[src/rtl/alu_sequencer.sv]
// alu_sequencer: issue-side controller for the 16-bit ALU.
// Accepts one request at a time, drives the ALU operand/opcode lines,
// pulses start and waits on the matching done line for div/mod/mul,
// captures result/flags and hands them back over a valid/ready response port.
module alu_sequencer #(
    parameter int TIMEOUT_CYCLES = 64
) (
    input  logic        clk,
    input  logic        rst,

    input  logic        req_valid,
    output logic        req_ready,
    input  logic [4:0]  req_op,
    input  logic [15:0] req_a,
    input  logic [15:0] req_b,

    output logic [4:0]  alu_op,
    output logic [15:0] alu_a,
    output logic [15:0] alu_b,
    output logic        alu_start,
    input  logic [15:0] alu_result,
    input  logic [15:0] alu_result_high,
    input  logic        alu_done_div,
    input  logic        alu_done_mod,
    input  logic        alu_done_mul,
    input  logic        alu_z,
    input  logic        alu_n,
    input  logic        alu_c,
    input  logic        alu_v,

    output logic        rsp_valid,
    input  logic        rsp_ready,
    output logic [15:0] rsp_result,
    output logic [15:0] rsp_result_high,
    output logic [3:0]  rsp_flags,
    output logic        rsp_err,
    output logic        busy
);

    // Counter must be able to hold TIMEOUT_CYCLES; keep at least one bit so a
    // disabled timeout still elaborates cleanly.
    localparam int CNT_W = (TIMEOUT_CYCLES > 0) ? $clog2(TIMEOUT_CYCLES + 1) : 1;
    localparam logic [CNT_W-1:0] CNT_LAST =
        (TIMEOUT_CYCLES > 0) ? CNT_W'(TIMEOUT_CYCLES - 1) : '0;

    localparam logic [4:0] OP_DIV = 5'd2;
    localparam logic [4:0] OP_MOD = 5'd5;
    localparam logic [4:0] OP_MUL = 5'd7;
    localparam logic [4:0] OP_MAX = 5'd17;

    typedef enum logic [2:0] {
        S_IDLE,
        S_EXEC,
        S_START,
        S_WAIT,
        S_RESP
    } state_t;

    state_t           state;
    logic [4:0]       op_q;
    logic [15:0]      a_q;
    logic [15:0]      b_q;
    logic [CNT_W-1:0] wait_cnt;
    logic             done_match;
    logic             timeout_hit;

    // Operands reach the ALU straight from the latches, so they stay put
    // from one acceptance to the next.
    assign alu_op = op_q;
    assign alu_a  = a_q;
    assign alu_b  = b_q;

    // Select the single done line that belongs to the latched opcode.
    always_comb begin
        // NOTE: default first so every path assigns done_match and no latch is inferred.
        done_match = 1'b0;
        case (op_q)
            OP_DIV:  done_match = alu_done_div;
            OP_MOD:  done_match = alu_done_mod;
            OP_MUL:  done_match = alu_done_mul;
            default: done_match = 1'b0;
        endcase
    end

    // Limit reached on this WAIT cycle; a zero TIMEOUT_CYCLES never fires.
    assign timeout_hit = (TIMEOUT_CYCLES != 0) && (wait_cnt == CNT_LAST);

    // Sequencer FSM: state, operand latches, WAIT counter and all registered outputs.
    always_ff @(posedge clk or negedge rst) begin
        // NOTE: only non-blocking assignments here, so every flop samples pre-edge values.
        if (!rst) begin
            // NOTE: operand latches are reset too because they drive the ALU pins directly.
            state           <= S_IDLE;
            op_q            <= '0;
            a_q             <= '0;
            b_q             <= '0;
            wait_cnt        <= '0;
            req_ready       <= 1'b1;
            busy            <= 1'b0;
            alu_start       <= 1'b0;
            rsp_valid       <= 1'b0;
            rsp_result      <= '0;
            rsp_result_high <= '0;
            rsp_flags       <= '0;
            rsp_err         <= 1'b0;
        end else begin
            case (state)
                S_IDLE: begin
                    if (req_valid) begin
                        op_q      <= req_op;
                        a_q       <= req_a;
                        b_q       <= req_b;
                        req_ready <= 1'b0;
                        busy      <= 1'b1;
                        if (req_op > OP_MAX) begin
                            // Illegal opcode: answer immediately, never touch the ALU.
                            rsp_result      <= '0;
                            rsp_result_high <= '0;
                            rsp_flags       <= '0;
                            rsp_err         <= 1'b1;
                            rsp_valid       <= 1'b1;
                            state           <= S_RESP;
                        end else if (req_op == OP_DIV || req_op == OP_MOD ||
                                     req_op == OP_MUL) begin
                            alu_start <= 1'b1;
                            state     <= S_START;
                        end else begin
                            state <= S_EXEC;
                        end
                    end
                end

                S_EXEC: begin
                    // Combinational unit: ALU outputs settled during this cycle.
                    rsp_result      <= alu_result;
                    rsp_result_high <= alu_result_high;
                    rsp_flags       <= {alu_z, alu_n, alu_c, alu_v};
                    rsp_err         <= 1'b0;
                    rsp_valid       <= 1'b1;
                    state           <= S_RESP;
                end

                S_START: begin
                    // Start is high for exactly this one cycle; done lines ignored here.
                    alu_start <= 1'b0;
                    wait_cnt  <= '0;
                    state     <= S_WAIT;
                end

                S_WAIT: begin
                    // A done on the limit cycle wins over the timeout.
                    if (done_match) begin
                        rsp_result      <= alu_result;
                        rsp_result_high <= alu_result_high;
                        rsp_flags       <= {alu_z, alu_n, alu_c, alu_v};
                        rsp_err         <= 1'b0;
                        rsp_valid       <= 1'b1;
                        state           <= S_RESP;
                    end else if (timeout_hit) begin
                        rsp_result      <= '0;
                        rsp_result_high <= '0;
                        rsp_flags       <= '0;
                        rsp_err         <= 1'b1;
                        rsp_valid       <= 1'b1;
                        state           <= S_RESP;
                    end else begin
                        wait_cnt <= wait_cnt + CNT_W'(1);
                    end
                end

                S_RESP: begin
                    // Response fields hold until the consumer takes them.
                    if (rsp_ready) begin
                        rsp_valid <= 1'b0;
                        req_ready <= 1'b1;
                        busy      <= 1'b0;
                        state     <= S_IDLE;
                    end
                end

                default: begin
                    // Unused encodings fall back to a clean idle.
                    alu_start <= 1'b0;
                    rsp_valid <= 1'b0;
                    req_ready <= 1'b1;
                    busy      <= 1'b0;
                    state     <= S_IDLE;
                end
            endcase
        end
    end

endmodule

[config.mk]
export PLATFORM = sky130hd
export DESIGN_NAME = alu_sequencer
export DESIGN_NICKNAME = d
export VERILOG_FILES = /design/src/rtl/alu_sequencer.sv
export SDC_FILE = /design/constraint.sdc
export NUM_CORES = 1
export LEC_CHECK = 0
export CAP_MARGIN = 20
export CORE_MARGIN = 4
export CORE_UTILIZATION = 37
export CTS_CLUSTER_DIAMETER = 200
export DETAILED_ROUTE_END_ITERATION = 7
export GPL_TIMING_DRIVEN = 0
export PLACE_DENSITY_LB_ADDON = 0.1
export REMOVE_ABC_BUFFERS = 1
export SYNTH_ARGS = -nofsm -noshare
export SYNTH_HDL_FRONTEND = slang
export SYNTH_SLANG_ARGS = --single-unit
[constraint.sdc]
create_clock -name clk -period 2.3 [get_ports clk]
set_clock_uncertainty 0.05 [all_clocks]
set_input_delay 0.46 -clock clk [delete_from_list [all_inputs] [get_ports clk]]
set_output_delay 0.46 -clock clk [all_outputs]
set_load 0.005 [all_outputs]
# Yosys cells after proc, flatten, opt, wreduce, memory -nomap -nowiden
# Cells that the tools add are included.
[word_totals]
register_bits = 88
word_cells = 91
[op_classes]
muxes = 40
eq_ne = 19
n_lt_le_gt_ge = 1
addsub = 1
bitwise = 3
reduce_logical = 14
[op_table]
columns = ["op", "count"]
rows = [
  ["$pmux 16 s3", 2],
  ["$mux 16", 5],
  ["$eq 5x3->1 const B", 4],
  ["$mux 4", 4],
  ["$mux 3", 5],
  ["$pmux 3 s5", 1],
  ["$mux 7", 2],
  ["$ne 2x2->1 const B", 7],
  ["$pmux 7 s2", 1],
  ["$mux 1", 12],
  ["$pmux 1 s3", 4],
  ["$pmux 4 s3", 1],
  ["$eq 5x2->1 const B", 2],
  ["$reduce_and 3->1", 3],
  ["$reduce_and 4->1", 2],
  ["$add 7x1->7 const B", 1],
  ["$eq 7x6->1 const B", 1],
  ["$eq 3x2->1 const B", 2],
  ["$reduce_or 3->1", 2],
  ["$gt 5x5->1 const B", 1],
  ["$pmux 1 s5", 1],
  ["$reduce_and 5->1", 1],
  ["$eq 3x1->1 const B", 1],
  ["$eq 3x3->1 const B", 1],
  ["other kinds (9)", 12],
]

# Depth between registers and ports, before layout
# Gate-level depths: netlist of run 1.
[depth]
word_depth = 7
ltp_mapped = 8
depth_no_buf = 6

# Worst setup path before layout of run 1
# OpenSTA, ideal clock, no wires.
[synth_timing]
path_type = "register to register"
from = "register wait_cnt[0]"
to = "register rsp_result_high[10]"
arrival_time_ns = 2.062
t_required_ns = 2.129
synth_period_minus_slack_ns = 2.233
setup_slack_ns = 0.067
stages_incl_launch_ff = 9
path_cell_list = "dfrtp_1 > ha_1 > nand2_1 > or3_1 > a21boi_1 > a311o_1 > buf_6 > buf_6 > a22o_1"
[synth_between]
elab_chain_len = 3
[synth_lines]
columns = ["element", "line_no", "text"]
rows = [
  ["start: declaration", "63", "logic [CNT_W-1:0] wait_cnt;"],
  ["start signal: assignment", "167", "wait_cnt <= wait_cnt + CNT_W'(1);"],
  ["$eq 7x6->1", "86", "assign timeout_hit = (TIMEOUT_CYCLES != 0) && (wait_cnt == CNT_LAST);"],
  ["$ne 3x3->1 (no source line)", "--", ""],
  ["$reduce_and 4->1 (no source line)", "--", ""],
  ["end signal: assignment", "136", "rsp_result_high <= alu_result_high;"],
  ["end signal: assignment", "154", "rsp_result_high <= alu_result_high;"],
  ["end: declaration", "34", "output logic [15:0] rsp_result_high,"],
]
# No other way between the ends.
# A chain may end at the register's enable or synchronous reset.

# Final worst setup path of run 1
[layout_timing]
from = "register wait_cnt[0]"
to = "register rsp_result_high[13]"
# Same word-level chain as after synthesis.

==> results.sh, run 1 <==
export IMPL_outcome="completed"
export IMPL_synth_most_common_cell="dfrtp_1"
export IMPL_synthCells=257
export IMPL_drc_errors=0
export IMPL_num_vias=2806
export IMPL_fmax_mhz=457.5
export IMPL_grt_max_degree=58
export IMPL_min_path_type="flop to flop"
export IMPL_drv_cap=0
export IMPL_drtAntennaViolNets=0
export IMPL_crit_required_ns=2.50
export IMPL_synth_ff_type="dfrtp_1"
export IMPL_globalRouteMet3Util_pct=5.559
export IMPL_power_density_nw_per_um2=1334
export IMPL_critPathKind="flop to flop"
export IMPL_grt_pass1_wl_um=15900
export IMPL_syn_area_per_cell_um2=13.49
export IMPL_period_minus_slack_ns=2.186
export IMPL_gr_total_overflow=0
export IMPL_vias_per_cell=5.177
export IMPL_synth_area_leaders="dfrtp_1 63%, mux2_2 12%, a22o_1 9.1%, nand2_1 1.8%, a21oi_1 1.3%"
export IMPL_die_w_um=104.8
export IMPL_start_util_pct=37.70
export IMPL_cp_end_kind="flop"
export IMPL_relSlewSlack_pct=48.82
export IMPL_finalCritPeriodShare_pct=95.03
export IMPL_die_area_um2=10980
export IMPL_worst_pin_slew_ns=0.7677
export IMPL_clk_latency_ns=0.35
export IMPL_fp_dieH_um=104.8
export IMPL_cts_buffers_inserted=9
export IMPL_fin_util_pct=61.39
export IMPL_path_clk_slew_ns=0.08
export IMPL_grt_antenna_before_repair=0
export IMPL_drive_above_1_share_pct=17.63
export IMPL_clock_tree_root_cell="clkbuf_8"
export IMPL_vdd_ir_drop_max_v=0.0005548
export IMPL_yosysUniqueCellTypes=36
export IMPL_grtUsageTotal_pct=18.30
export IMPL_area_delta_synth_final_pct=62.83
export IMPL_cp_start_kind="flop"
export IMPL_wl_per_cell_um=18.34
export IMPL_p_leak_nw=2.360
export IMPL_drtIter0Drc=67
export IMPL_synth_async_reset_ratio_pct=100.0
export IMPL_synth_seq_area_share_pct=63.55
export IMPL_arrival_ns=2.38
export IMPL_core_um2=9196
export IMPL_cts_sinks=88
export IMPL_synth_warnings=0
export IMPL_rows=35
export IMPL_port_buffers=157
export IMPL_cp_max_fo=9
export IMPL_hold_viol_final=0
export IMPL_yosys_area_top_type_share_pct=62.79
export IMPL_grt_pass1_vias=3008
export IMPL_dp_hpwl_um=6491
export IMPL_wl_um=9941
export IMPL_gp_routability_congestion=0.8499
export IMPL_ios=158
export IMPL_grtUsageMet1_pct=23.02
export IMPL_yosys_area_top_type="dfrtp_1"
export IMPL_synth_edf_count=0
export IMPL_synthTopCellsByCount="87 x dfrtp_1, 37 x mux2_2, 36 x a22o_1, 17 x nand2_1"
export IMPL_report_final_slew_viol_count=0
export IMPL_use_met2_pct=30.34
export IMPL_synth_area_um2=3467
export IMPL_first_pass_iters=4
export IMPL_dpl_cell_area_um2=5216
export IMPL_busiest_layer="met2"
export IMPL_fin_area_um2=5645
export IMPL_diodes=0
export IMPL_rsz0062_at_grt="false"
export IMPL_clock_path_buffers=2
export IMPL_setup_viol_count_final=0
export IMPL_cts_tree="done"
export IMPL_cts_htree_levels=3
export IMPL_ys_ff_latch=88
export IMPL_fin_nets=507
[per-stage QoR]
stage          cells  setup WS, ns  hold WS, ns  setup TNS [ns]  power [mW]
2_1_floorplan    243       -0.3470       0.1144          -23.08       4.002
3_3_place_gp     511        -2.578       0.4304         -347.84       5.762
3_5_place_dp     515       -0.6729       0.3819          -28.55       5.954
4_1_cts          539       0.01002       0.4569               0       7.529
5_1_grt          542       0.01142       0.4722               0       8.015
6_report         542        0.1143       0.4470               0       7.529
[final cells by class]
class	count	area, um2
multi-input cells	155	1289
clock inverters	6	116.4
clock buffers	10	127.6
well taps	111	138.9
repair buffers	167	1752
flip-flops and latches	88	2203
fillers	786	3551
inverters	5	18.77
[timing repair]
action	CTS	global route
endpoints found under the hold margin	24	0
gates cloned	4	1
setup endpoints to repair	39	50
buffers inserted	3	2
pin swaps	3	2
hold buffers	1	0
gates resized for setup	4	7
[metal layers]
metal  wire length (um)  share of wire (%)
met2               4922                 50
met3                805                8.1
met4                114                1.1
met1               4099                 41
met5                  0                  0
[state kept, by name, indices dropped and copies added (netlist names)]
signal / cells
rsp_flags: 4
req_ready: 1
rsp_err: 1
busy: 1
alu_start: 1
rsp_result: 16
rsp_result_high: 16
alu_op: 5
alu_b: 16
rsp_valid: 1
state: 3
alu_a: 16
wait_cnt: 7
[final timing paths]
path	start	to	slack, ns	cells after the start
worst max register to register	wait_cnt[0]	rsp_result_high[13]	0.11	6
min in group asynchronous	rst	alu_a[14]	0.53	2
max in group asynchronous	rst	req_ready	1.00	3
worst max-delay path	wait_cnt[0]	rsp_result_high[13]	0.11	6
worst min-delay path	req_ready	req_ready	0.45	2
worst min register to register	req_ready	req_ready	0.45	2
[power breakdown]
part           leakage [nW]  switching, mW  internal, mW  total [mW]
sequential             1.08          0.553          2.26        2.81
clock                 0.121          0.563         0.730        1.29
combinational          1.15           1.26          2.16        3.42
[critical path: stages (launching register included)]
cell	delay (ns)
dfrtp_1	0.42
ha_4	0.17
nand2_1	0.08
or3_4	0.39
a21boi_4	0.20
a311o_2	0.51
a22o_1	0.25
[cell families (layout without fill, tap and decap cells)]
kind of cell / after synthesis / after routing / synth area share [%]
simple gates: 44 / 44 / 6.099
compound gates: 68 / 73 / 15.37
fa+ha+maj: 1 / 1 / 0.3608
mux: 37 / 37 / 12.02
flops: 88 / 88 / 63.55
buf+inv: 19 / 188 / 2.598
[cells in the final DEF, fill, tap and decap left out, drive strengths merged, types with 2 or more instances in the layout]
| cell | netlist | layout |
|---|---|---|
| dfrtp | 87 | 87 |
| o31a | 2 | 2 |
| a31oi | 4 | 4 |
| buf | 5 | 10 |
| mux2 | 37 | 37 |
| nor3 | 6 | 6 |
| clkdlybuf4s50 | 0 | 156 |
| nand2 | 17 | 17 |
| nand3 | 6 | 6 |
| bufinv | 0 | 3 |
| clkbuf | 9 | 10 |
| nor2 | 6 | 6 |
| a311o | 1 | 6 |
| inv | 5 | 6 |
| clkinv | 0 | 2 |
| nand4 | 2 | 2 |
| o21ai | 6 | 6 |
| a21oi | 9 | 9 |
| a22o | 36 | 36 |
| and3 | 2 | 2 |
Power figures use the tool's default switching activity.
==> run 2: changes to the inputs <==
--- a/config.mk
+++ b/config.mk
@@ -10,6 +10,7 @@
 export CORE_UTILIZATION = 37
 export CTS_CLUSTER_DIAMETER = 200
 export DETAILED_ROUTE_END_ITERATION = 7
+export GPL_ROUTABILITY_DRIVEN = 0
 export GPL_TIMING_DRIVEN = 0
 export PLACE_DENSITY_LB_ADDON = 0.1
 export REMOVE_ABC_BUFFERS = 1
==> results of run 2 <==
No change in the layout: final DEF, timing and power equal those of run 1.
